$ cat config.mk
export PLATFORM = sky130hd
export DESIGN_NAME = fetch_sequencer
export DESIGN_NICKNAME = d
export VERILOG_FILES = /design/src/rtl/fetch_pkg.sv /design/src/rtl/fetch_sequencer_timer.sv /design/src/rtl/fetch_sequencer.sv
export SDC_FILE = /design/constraint.sdc
export NUM_CORES = 1
export LEC_CHECK = 0
export ABC_CLOCK_PERIOD_IN_PS = 12850
export CELL_PAD_IN_SITES_DETAIL_PLACEMENT = 0
export CELL_PAD_IN_SITES_GLOBAL_PLACEMENT = 1
export CORE_MARGIN = 1.5
export CORE_UTILIZATION = 38
export CTS_CLUSTER_SIZE = 25
export DETAILED_ROUTE_END_ITERATION = 10
export PLACE_DENSITY = 0.78
export SLEW_MARGIN = 20
export SYNTH_ARGS = -nofsm -noshare
export SYNTH_HDL_FRONTEND = slang
export SYNTH_SLANG_ARGS = --single-unit
$ cat constraint.sdc
create_clock -name clk -period 12.85 [get_ports clk]
set_input_delay 3.2125 -clock clk [delete_from_list [all_inputs] [get_ports clk]]
set_output_delay 3.2125 -clock clk [all_outputs]
set_load 0.01 [all_outputs]
$ cat src/rtl/fetch_pkg.sv
// rtl/fetch_pkg.sv - shared types and helpers for the fetch sequencer
// Contents: state encoding, halt opcode, instruction size, halt-detect function.
package fetch_pkg;

  typedef enum logic [2:0] {
    ST_IDLE,
    ST_FETCH,
    ST_ISSUE,
    ST_DRAIN,
    ST_DONE
  } fetch_state_t;

  localparam logic [10:0] HALT_OPCODE = 11'h7FF;
  localparam logic [63:0] INSTR_BYTES = 64'd4;

  function automatic logic is_halt(input logic [31:0] instr);
    return instr[31:21] == HALT_OPCODE;
  endfunction

endpackage

$ cat src/rtl/fetch_sequencer_timer.sv
// rtl/fetch_sequencer_timer.sv - halt_drain_timer: loadable down-counter with sticky done flag
// Ports:
//   clk, rst   clock, asynchronous active-high reset
//   i_load     load CYCLES and clear the done flag
//   i_en       count down by one (stops at zero)
//   o_done     set on the step that reaches zero; held until the next load or reset
module halt_drain_timer #(
  parameter int unsigned CYCLES = 5,
  parameter int unsigned W      = (CYCLES < 2) ? 1 : $clog2(CYCLES + 1)
) (
  input  logic clk,
  input  logic rst,
  input  logic i_load,
  input  logic i_en,
  output logic o_done
);

  logic [W-1:0] r_cnt;
  logic         r_done;

  always_ff @(posedge clk or posedge rst) begin
    if (rst) begin
      r_cnt  <= '0;
      r_done <= 1'b0;
    end else if (i_load) begin
      r_cnt  <= W'(CYCLES);
      r_done <= 1'b0;
    end else if (i_en && (r_cnt != '0)) begin
      r_cnt <= r_cnt - W'(1);
      if (r_cnt == W'(1)) r_done <= 1'b1;
    end
  end

  assign o_done = r_done;

endmodule

$ cat src/rtl/fetch_sequencer.sv
// rtl/fetch_sequencer.sv - instruction-fetch sequencer with IF/ID register, redirect and halt drain
// Ports:
//   clk, rst                 clock, asynchronous active-high reset
//   start                    leave IDLE (sampled in IDLE only)
//   imem_req/addr/ack/rdata  instruction memory handshake; req held until ack
//   stall                    decode cannot accept, hold IF/ID
//   pc_src, branch_addr      branch redirect from decode
//   if_valid/instr/pc        IF/ID register
//   halted, done             halt detected / drain finished (sticky)
//   fetch_count              accepted fetches, saturating
module fetch_sequencer
  import fetch_pkg::*;
#(
  parameter logic [63:0] RESET_PC     = 64'h0,
  parameter int unsigned MAX_FETCH    = 21,
  parameter int unsigned DRAIN_CYCLES = 5
) (
  input  logic        clk,
  input  logic        rst,
  input  logic        start,
  output logic        imem_req,
  output logic [63:0] imem_addr,
  input  logic        imem_ack,
  input  logic [31:0] imem_rdata,
  input  logic        stall,
  input  logic        pc_src,
  input  logic [63:0] branch_addr,
  output logic        if_valid,
  output logic [31:0] if_instr,
  output logic [63:0] if_pc,
  output logic        halted,
  output logic        done,
  output logic [31:0] fetch_count
);

  fetch_state_t r_state, w_state_next;
  logic [63:0]  r_pc, w_pc_next;
  logic [63:0]  r_addr;
  logic         r_kill, w_kill_next;
  logic         r_if_valid;
  logic [31:0]  r_if_instr;
  logic [63:0]  r_if_pc;
  logic         r_halted;
  logic [31:0]  r_fetch_count;
  logic [31:0]  w_count_inc;
  logic         w_load_addr, w_accept, w_halt_hit, w_clear_valid;
  logic         w_timer_done;

  assign w_count_inc = (r_fetch_count == 32'hFFFF_FFFF) ? r_fetch_count : r_fetch_count + 32'd1;

  always_comb begin
    w_state_next  = r_state;
    w_pc_next     = r_pc;
    w_kill_next   = r_kill;
    w_load_addr   = 1'b0;
    w_accept      = 1'b0;
    w_halt_hit    = 1'b0;
    w_clear_valid = 1'b0;
    unique case (r_state)
      ST_IDLE: begin
        if (start) begin
          w_state_next = ST_FETCH;
          w_load_addr  = 1'b1;
        end
      end
      ST_FETCH: begin
        if (!imem_ack) begin
          // Redirect while waiting: the request cannot be aborted, so remember
          // to drop its data and park the new target in the PC.
          if (pc_src) begin
            w_kill_next = 1'b1;
            w_pc_next   = branch_addr;
          end
        end else if (!r_kill && !pc_src) begin
          w_accept  = 1'b1;
          w_pc_next = r_pc + INSTR_BYTES;
          if (is_halt(imem_rdata) || (w_count_inc == MAX_FETCH)) begin
            w_halt_hit   = 1'b1;
            w_state_next = ST_DRAIN;
          end else begin
            w_state_next = ST_ISSUE;
          end
        end else begin
          // Stale data: discard and reissue at the (possibly just updated) PC.
          w_kill_next = 1'b0;
          if (pc_src) w_pc_next = branch_addr;
          w_load_addr = 1'b1;
        end
      end
      ST_ISSUE: begin
        if (pc_src) begin
          w_clear_valid = 1'b1;
          w_pc_next     = branch_addr;
          w_state_next  = ST_FETCH;
          w_load_addr   = 1'b1;
        end else if (!stall) begin
          w_clear_valid = 1'b1;
          w_state_next  = ST_FETCH;
          w_load_addr   = 1'b1;
        end
      end
      ST_DRAIN: begin
        if (!stall) w_clear_valid = 1'b1;
        if (w_timer_done) w_state_next = ST_DONE;
      end
      ST_DONE: begin
        if (!stall) w_clear_valid = 1'b1;
      end
      default: w_state_next = ST_IDLE;
    endcase
  end

  always_ff @(posedge clk or posedge rst) begin
    if (rst) begin
      r_state       <= ST_IDLE;
      r_pc          <= RESET_PC;
      r_addr        <= '0;
      r_kill        <= 1'b0;
      r_if_valid    <= 1'b0;
      r_if_instr    <= '0;
      r_if_pc       <= '0;
      r_halted      <= 1'b0;
      r_fetch_count <= '0;
    end else begin
      r_state <= w_state_next;
      r_pc    <= w_pc_next;
      r_kill  <= w_kill_next;
      if (w_load_addr) r_addr <= w_pc_next;
      if (w_accept) begin
        r_if_valid    <= 1'b1;
        r_if_instr    <= imem_rdata;
        r_if_pc       <= r_pc;
        r_fetch_count <= w_count_inc;
      end else if (w_clear_valid) begin
        r_if_valid <= 1'b0;
      end
      if (w_halt_hit) r_halted <= 1'b1;
    end
  end

  halt_drain_timer #(.CYCLES(DRAIN_CYCLES)) u_timer (
    .clk    (clk),
    .rst    (rst),
    .i_load (w_halt_hit),
    .i_en   (r_state == ST_DRAIN),
    .o_done (w_timer_done)
  );

  assign imem_req    = (r_state == ST_FETCH);
  assign imem_addr   = r_addr;
  assign if_valid    = r_if_valid;
  assign if_instr    = r_if_instr;
  assign if_pc       = r_if_pc;
  assign halted      = r_halted;
  assign done        = w_timer_done;
  assign fetch_count = r_fetch_count;

endmodule

Yosys cells after proc, flatten, opt, wreduce, memory -nomap -nowiden
Index checks and enable logic that the tools add are counted.

Add/subtract/negate cells: 3. Equality and inequality tests: 14. Muxes and demuxes: 37. Bitwise gates (word level): 1. Reduce and logical (&&, ||, !) cells: 15.

Operators by type and width (number): 64-bit two-way mux (3); 64-bit one-hot mux with 2 select lines (1); 64-bit by 3-bit adder with 64-bit output, second input constant (1); 32-bit by 1-bit adder with 32-bit output, second input constant (1); 32-bit == test, second input constant (1); 32-bit by 5-bit == test with 1-bit output, second input constant (1); 32-bit two-way mux (1); 3-bit two-way mux (8); 1-bit two-way mux (21); 3-bit one-hot mux with 5 select lines (1); 11-bit == test, second input constant (1); 2-bit nonzero test (4); 3-bit by 1-bit == test with 1-bit output, second input constant (2); 3-bit by 2-bit == test with 1-bit output, second input constant (2); 2-bit != test, second input constant (3); 6-bit AND reduction (1); 2-bit by 1-bit != test with 1-bit output, second input constant (2); 3-bit == test, second input constant (1); 3-bit logical NOT (1); 3-bit != test, second input constant (1); 1-bit one-hot mux with 3 select lines (1); 3-bit AND reduction (1); 3-bit nonzero test (1); 3-bit by 1-bit subtractor with 3-bit output, second input constant (1); 7 further kinds (9).

Bits in registers: 266. Input port bits: 102.

Longest topological paths before layout
Word-level depth: 10. Mapped depth: 11. Gate-level depth less buffers: 8.

Cells and area by module
From an unflattened synthesis, not the netlist that was laid out.

Cell total of the unflattened synthesis: 1452. Area, all modules: 13163.9 um^2.

Modules (own cells, without submodules): fetch_sequencer (times used 1, cells each 1429, area each 12924.9 um^2, sequential area each 6556.3 um^2); halt_drain_timer (times used 1, cells each 23, area each 239.0 um^2, sequential area each 100.1 um^2).

Least setup slack after synthesis
Ideal clock, no wire load.

Path kind: input port to flip-flop. From: input port start. To: register r_addr[11] (netlist: imem_addr[11]). Library setup time: 125 ps. Arrival: 4986 ps. Data required time: 12725 ps. Setup slack: 7740 ps. Stages: 7. Buffers on the path: 2. Path through: nor2_1 a311oi_1 nor2_1 nor2_1 clkbuf_1 buf_1 mux2_2.

Longest elaborated chain between the ends: 2.

RTL lines: start, declared (line fetch_sequencer.sv:20) `input logic start,`; 1-bit two-way mux (line fetch_sequencer.sv:61) `if (start) begin`; 1-bit one-hot mux with 3 select lines (line fetch_sequencer.sv:59) `unique case (r_state)`; end signal, assigned (line fetch_sequencer.sv:128) `if (w_load_addr) r_addr <= w_pc_next;`; end, declared (line fetch_sequencer.sv:38) `logic [63:0] r_addr;`.

No other way between the ends. A chain may end at the register's enable or synchronous reset.

Worst setup path after layout
From: input port pc_src. To: register r_addr[19] (netlist: imem_addr[19]).

Longest elaborated chain between the ends: 5. Elaborated cells on any way between the ends: 10. Classes of those cells: mux: 8; reduce/logical: 2.

RTL lines: start, declared (line fetch_sequencer.sv:26) `input logic pc_src,`; 1-bit logical NOT (line fetch_sequencer.sv:74) `end else if (!r_kill && !pc_src) begin`; 1-bit logical AND (line fetch_sequencer.sv:74); 1-bit two-way mux or 64-bit two-way mux (tied branches) (line fetch_sequencer.sv:74); 1-bit two-way mux or 64-bit two-way mux (tied branches) (line fetch_sequencer.sv:67) `if (!imem_ack) begin`; 1-bit one-hot mux with 3 select lines or 64-bit one-hot mux with 2 select lines (tied branches) (line fetch_sequencer.sv:59).

Several ways; a longest one is shown, not always the timed one.

==> results.ini <==
[worst_setup_path]
crit_path_max_fanout=59
critPathLaunchType=input port
crit_path_cell_trace=buf_2 > buf_4 > inv_1 > buf_4 > a311oi_1 > nor2_1 > nor2_4 > buf_4 > mux2_2
critPathCaptureType=flip-flop
worst-endpoint-required_ns=13.29
worstPathArrival_ns=6.64
crit_type=input port to flip-flop
crit_path_max_incr_delay_ns=0.68
critical_path.top_delay_family=buffers and inverters
critical-path-top-cell-by-count=sky130_fd_sc_hd__buf_4
critical_path_buf_inv_count=5
crit_path_top_delay_cell=sky130_fd_sc_hd__nor2_4

[cells_and_area]
drive_above_1_share_pct=7.878
final_instance_area_um2=17670
fin_nets=1825
area_growth_syn_to_layout_pct=31.36

[yosys]
synth_edf_count=0
post_synth_num_cell_types=76
synth.cell_area_um2=13450
synth_area_leaders=sky130_fd_sc_hd__dfrtp_1 (49%), sky130_fd_sc_hd__nand2_1 (11%), sky130_fd_sc_hd__mux2_2 (4.2%)
post-synth-top-area-fraction_pct=49.49
synthesis.instances=1476
ys.warnings.count=0
synth_fp_nets=1583
synth_largest_area_cell=sky130_fd_sc_hd__dfrtp_1
seq_area_frac_synth_pct=49.49
synth_ff_type=sky130_fd_sc_hd__dfrtp_1
avgSynthCellArea_um2=9.113
postSynth.asyncResetShare_pct=100.0
flops_latches_synth=266

[floorplanning]
die_area_um2=36530
placement_rows=68
die_w_um=191.1
design.portCount=298
design.core.area_um2=34710
floorplan_die_height_um=191.1
initial_utilization_pct=38.75

[clock_tree]
clock_latency_ns=0.56
cts.path.max_buffers=3
tritoncts_buffer_count=29
post-cts-setup-buffers=0
cts_resized=0
clk_transition_reported_paths_ns=0.06
cts.root.buffer_cell=sky130_fd_sc_hd__clkbuf_16
cts_tree=built
cts_hold_buf=0
cts_max_level=1
cts.sink_count=266

[global_route]
grt_overflow_total=0
antenna_found_initial=1
grt_pass1_vias=11920
grt_util_all_layers_pct=24.60
pin_count_of_the_biggest_net_entering_global_routing=164
grt_pass1_wl_um=70210

[detailed_routing]
drc_marker_count_from_the_first_detailed_route_iteration=1083
routed-wl-met2_um=20110
detailroute.wirelength.met3_um=3310
routedWlPerCell_um=20.69
antenna_left=0
drt_wl_total_um=45410
detail_route.drc_violations=0
highest_layer=met5
routed_via_density=5.687
dr_total_vias=12480
drt-met1-wl_um=20780
dr.pass1.iters=8

[timing]
clock.fmax_mhz=161.4
final_min_period_over_clock_period_pct=48.22
tightest_slew_ns=1.006
final.setup_skew_ns=0.02111
relative_max_transition_margin_pct=32.77
setup_tns_ns=0
rsz0062_at_grt=false
final.min_clock_period_ns=6.196
setup_viol=0
final-max-slew-violation-count=0
worst_setup_slack_after_layout_ns=6.654
timing.final.hold_violations=0

[hold_path]
hold_class=flip-flop to flip-flop

[place]
port_buffers=297
dp.final_hpwl_um=31440
globalplace.congestion=0.8500
placed_area_um2=16760
dp_slack_ns=6.129

[pwr]
p_leak_nw=7.409
vdd_ir_drop_max_mv=0.1108
power_per_cell_area_nw_per_um2=236.8

[run]
drv.max_cap_violation_count=0

[run_status]
outcome=completed

## cell type report
class | instances | area, um^2
Timing Repair Buffer | 311 | 3089
Antenna cell | 1 | 2.502
Inverter | 23 | 93.84
Clock inverter | 11 | 63.81
Fill cell | 3288 | 17050
Clock buffer | 41 | 840.8
Multi-Input combinational cell | 1087 | 6352
Sequential cell | 266 | 6656
Tap cell | 455 | 569.3
## worst paths after layout
kind                                  from       endpoint  slack (ns)  depth (start not counted)
min in group asynchronous              rst   imem_addr[6]        3.16                          2
worst min-delay path               r_pc[0]       if_pc[0]        0.46                          2
worst min register to register     r_pc[0]       if_pc[0]        0.46                          2
max in group asynchronous              rst      if_pc[36]        8.33                          3
worst max register to register  r_state[2]  imem_addr[53]        8.94                          9
worst max-delay path                pc_src  imem_addr[19]        6.65                          9
## state kept, by name, summed over array words and instances (netlist names)
register        cells
r_state             3
if_pc              64
u_timer.o_done      1
halted              1
r_pc               64
u_timer.r_cnt       3
r_kill              1
if_instr           32
if_valid            1
imem_addr          64
fetch_count        32
## power breakdown
part | internal (mW) | leakage, nW | total (mW) | switching [mW]
sequential | 1.20 | 3.34 | 1.56 | 0.364
clock | 0.453 | 0.449 | 0.799 | 0.346
combinational | 0.889 | 3.62 | 1.82 | 0.933
total | 2.54 | 7.41 | 4.18 | 1.64
## tightest hold or removal path: stages, from the launching register on
cell                      delay [ns]
sky130_fd_sc_hd__dfrtp_1        0.34
sky130_fd_sc_hd__nand2_1        0.05
sky130_fd_sc_hd__nand2_1        0.04
## synth_stat cells (4+ instances only)
cell type / count
sky130_fd_sc_hd__xnor2_1: 34
sky130_fd_sc_hd__dfrtp_1: 266
sky130_fd_sc_hd__o21ai_0: 94
sky130_fd_sc_hd__nand3_1: 36
sky130_fd_sc_hd__nor3b_1: 5
sky130_fd_sc_hd__mux2i_1: 5
sky130_fd_sc_hd__and4_1: 12
sky130_fd_sc_hd__nand2_1: 380
sky130_fd_sc_hd__a311oi_1: 4
sky130_fd_sc_hd__nor3_1: 40
sky130_fd_sc_hd__a211oi_1: 8
sky130_fd_sc_hd__or4_1: 7
sky130_fd_sc_hd__a22oi_1: 42
sky130_fd_sc_hd__a31oi_1: 14
sky130_fd_sc_hd__o31a_1: 5
sky130_fd_sc_hd__a221o_1: 9
sky130_fd_sc_hd__and2_1: 5
sky130_fd_sc_hd__a21o_1: 9
sky130_fd_sc_hd__a22o_1: 5
sky130_fd_sc_hd__nor2_1: 70
sky130_fd_sc_hd__and3_1: 15
sky130_fd_sc_hd__a21oi_1: 32
sky130_fd_sc_hd__or3_1: 12
sky130_fd_sc_hd__o211ai_1: 5
sky130_fd_sc_hd__nor4_2: 4
sky130_fd_sc_hd__o21a_1: 7
sky130_fd_sc_hd__o21ai_1: 4
sky130_fd_sc_hd__a221oi_1: 14
sky130_fd_sc_hd__xor2_1: 17
sky130_fd_sc_hd__buf_1: 8
sky130_fd_sc_hd__o311a_1: 6
sky130_fd_sc_hd__buf_2: 18
sky130_fd_sc_hd__nor4_1: 25
sky130_fd_sc_hd__mux2_2: 50
sky130_fd_sc_hd__o311ai_0: 7
sky130_fd_sc_hd__ha_1: 5
sky130_fd_sc_hd__nand4_1: 41
sky130_fd_sc_hd__clkbuf_1: 70
sky130_fd_sc_hd__inv_1: 23
sky130_fd_sc_hd__nor2b_1: 5
## metal layers
metal  up-vias  global-route usage, %
li1       5785                      -
met1      6138                  35.67
met2       483                  37.33
met3        75                  4.516
met4         2                  7.121
met5         -                      0
## stage by stage
| stage | power, mW | std cells | hold WS (ns) | utilization, % |
|---|---|---|---|---|
| floorplan | 2.469 | 1476 | 0.4348 | - |
| global placement | 3.349 | 2142 | 0.4500 | 48.26 |
| detailed placement | 3.387 | 2142 | 0.4551 | 48.27 |
| CTS | 4.206 | 2194 | 0.4702 | 50.88 |
| global route | 4.458 | 2194 | 0.4963 | 50.89 |
| finish | 4.183 | 2195 | 0.4597 | 50.90 |
## kinds of logic after synthesis
kind of cell / Yosys count / share of synthesized area, %
adders and majority gates: 5 / 0.4651
and+or+nand+nor: 674 / 23.12
xor gates and xnor gates: 51 / 3.321
AOI/OAI and AO/OA: 302 / 15.36
muxes: 55 / 4.558
buffers and inverters: 123 / 3.693
DFF: 266 / 49.49
## placed cells by master (no fill, tap or decap), types with 6 or more instances in the layout
master	instances
sky130_fd_sc_hd__nand3_1	36
sky130_fd_sc_hd__a22oi_1	42
sky130_fd_sc_hd__and3_1	15
sky130_fd_sc_hd__a21oi_1	32
sky130_fd_sc_hd__a211oi_1	8
sky130_fd_sc_hd__clkdlybuf4s50_1	296
sky130_fd_sc_hd__nand4_1	41
sky130_fd_sc_hd__and4_1	12
sky130_fd_sc_hd__xnor2_1	34
sky130_fd_sc_hd__o311a_1	6
sky130_fd_sc_hd__nor4_1	24
sky130_fd_sc_hd__clkbuf_8	7
sky130_fd_sc_hd__nor2_1	66
sky130_fd_sc_hd__mux2_2	50
sky130_fd_sc_hd__inv_1	22
sky130_fd_sc_hd__or3_1	12
sky130_fd_sc_hd__nand2_1	379
sky130_fd_sc_hd__nor3_1	39
sky130_fd_sc_hd__clkbuf_16	29
sky130_fd_sc_hd__or4_1	7
sky130_fd_sc_hd__clkinv_2	8
sky130_fd_sc_hd__o21a_1	7
sky130_fd_sc_hd__a221oi_1	14
sky130_fd_sc_hd__dfrtp_1	266
sky130_fd_sc_hd__a31oi_1	14
sky130_fd_sc_hd__a21o_1	9
sky130_fd_sc_hd__o311ai_0	7
sky130_fd_sc_hd__a221o_1	9
sky130_fd_sc_hd__xor2_1	17
sky130_fd_sc_hd__o21ai_0	94
sky130_fd_sc_hd__buf_4	12
Power figures use the tool's default switching activity.
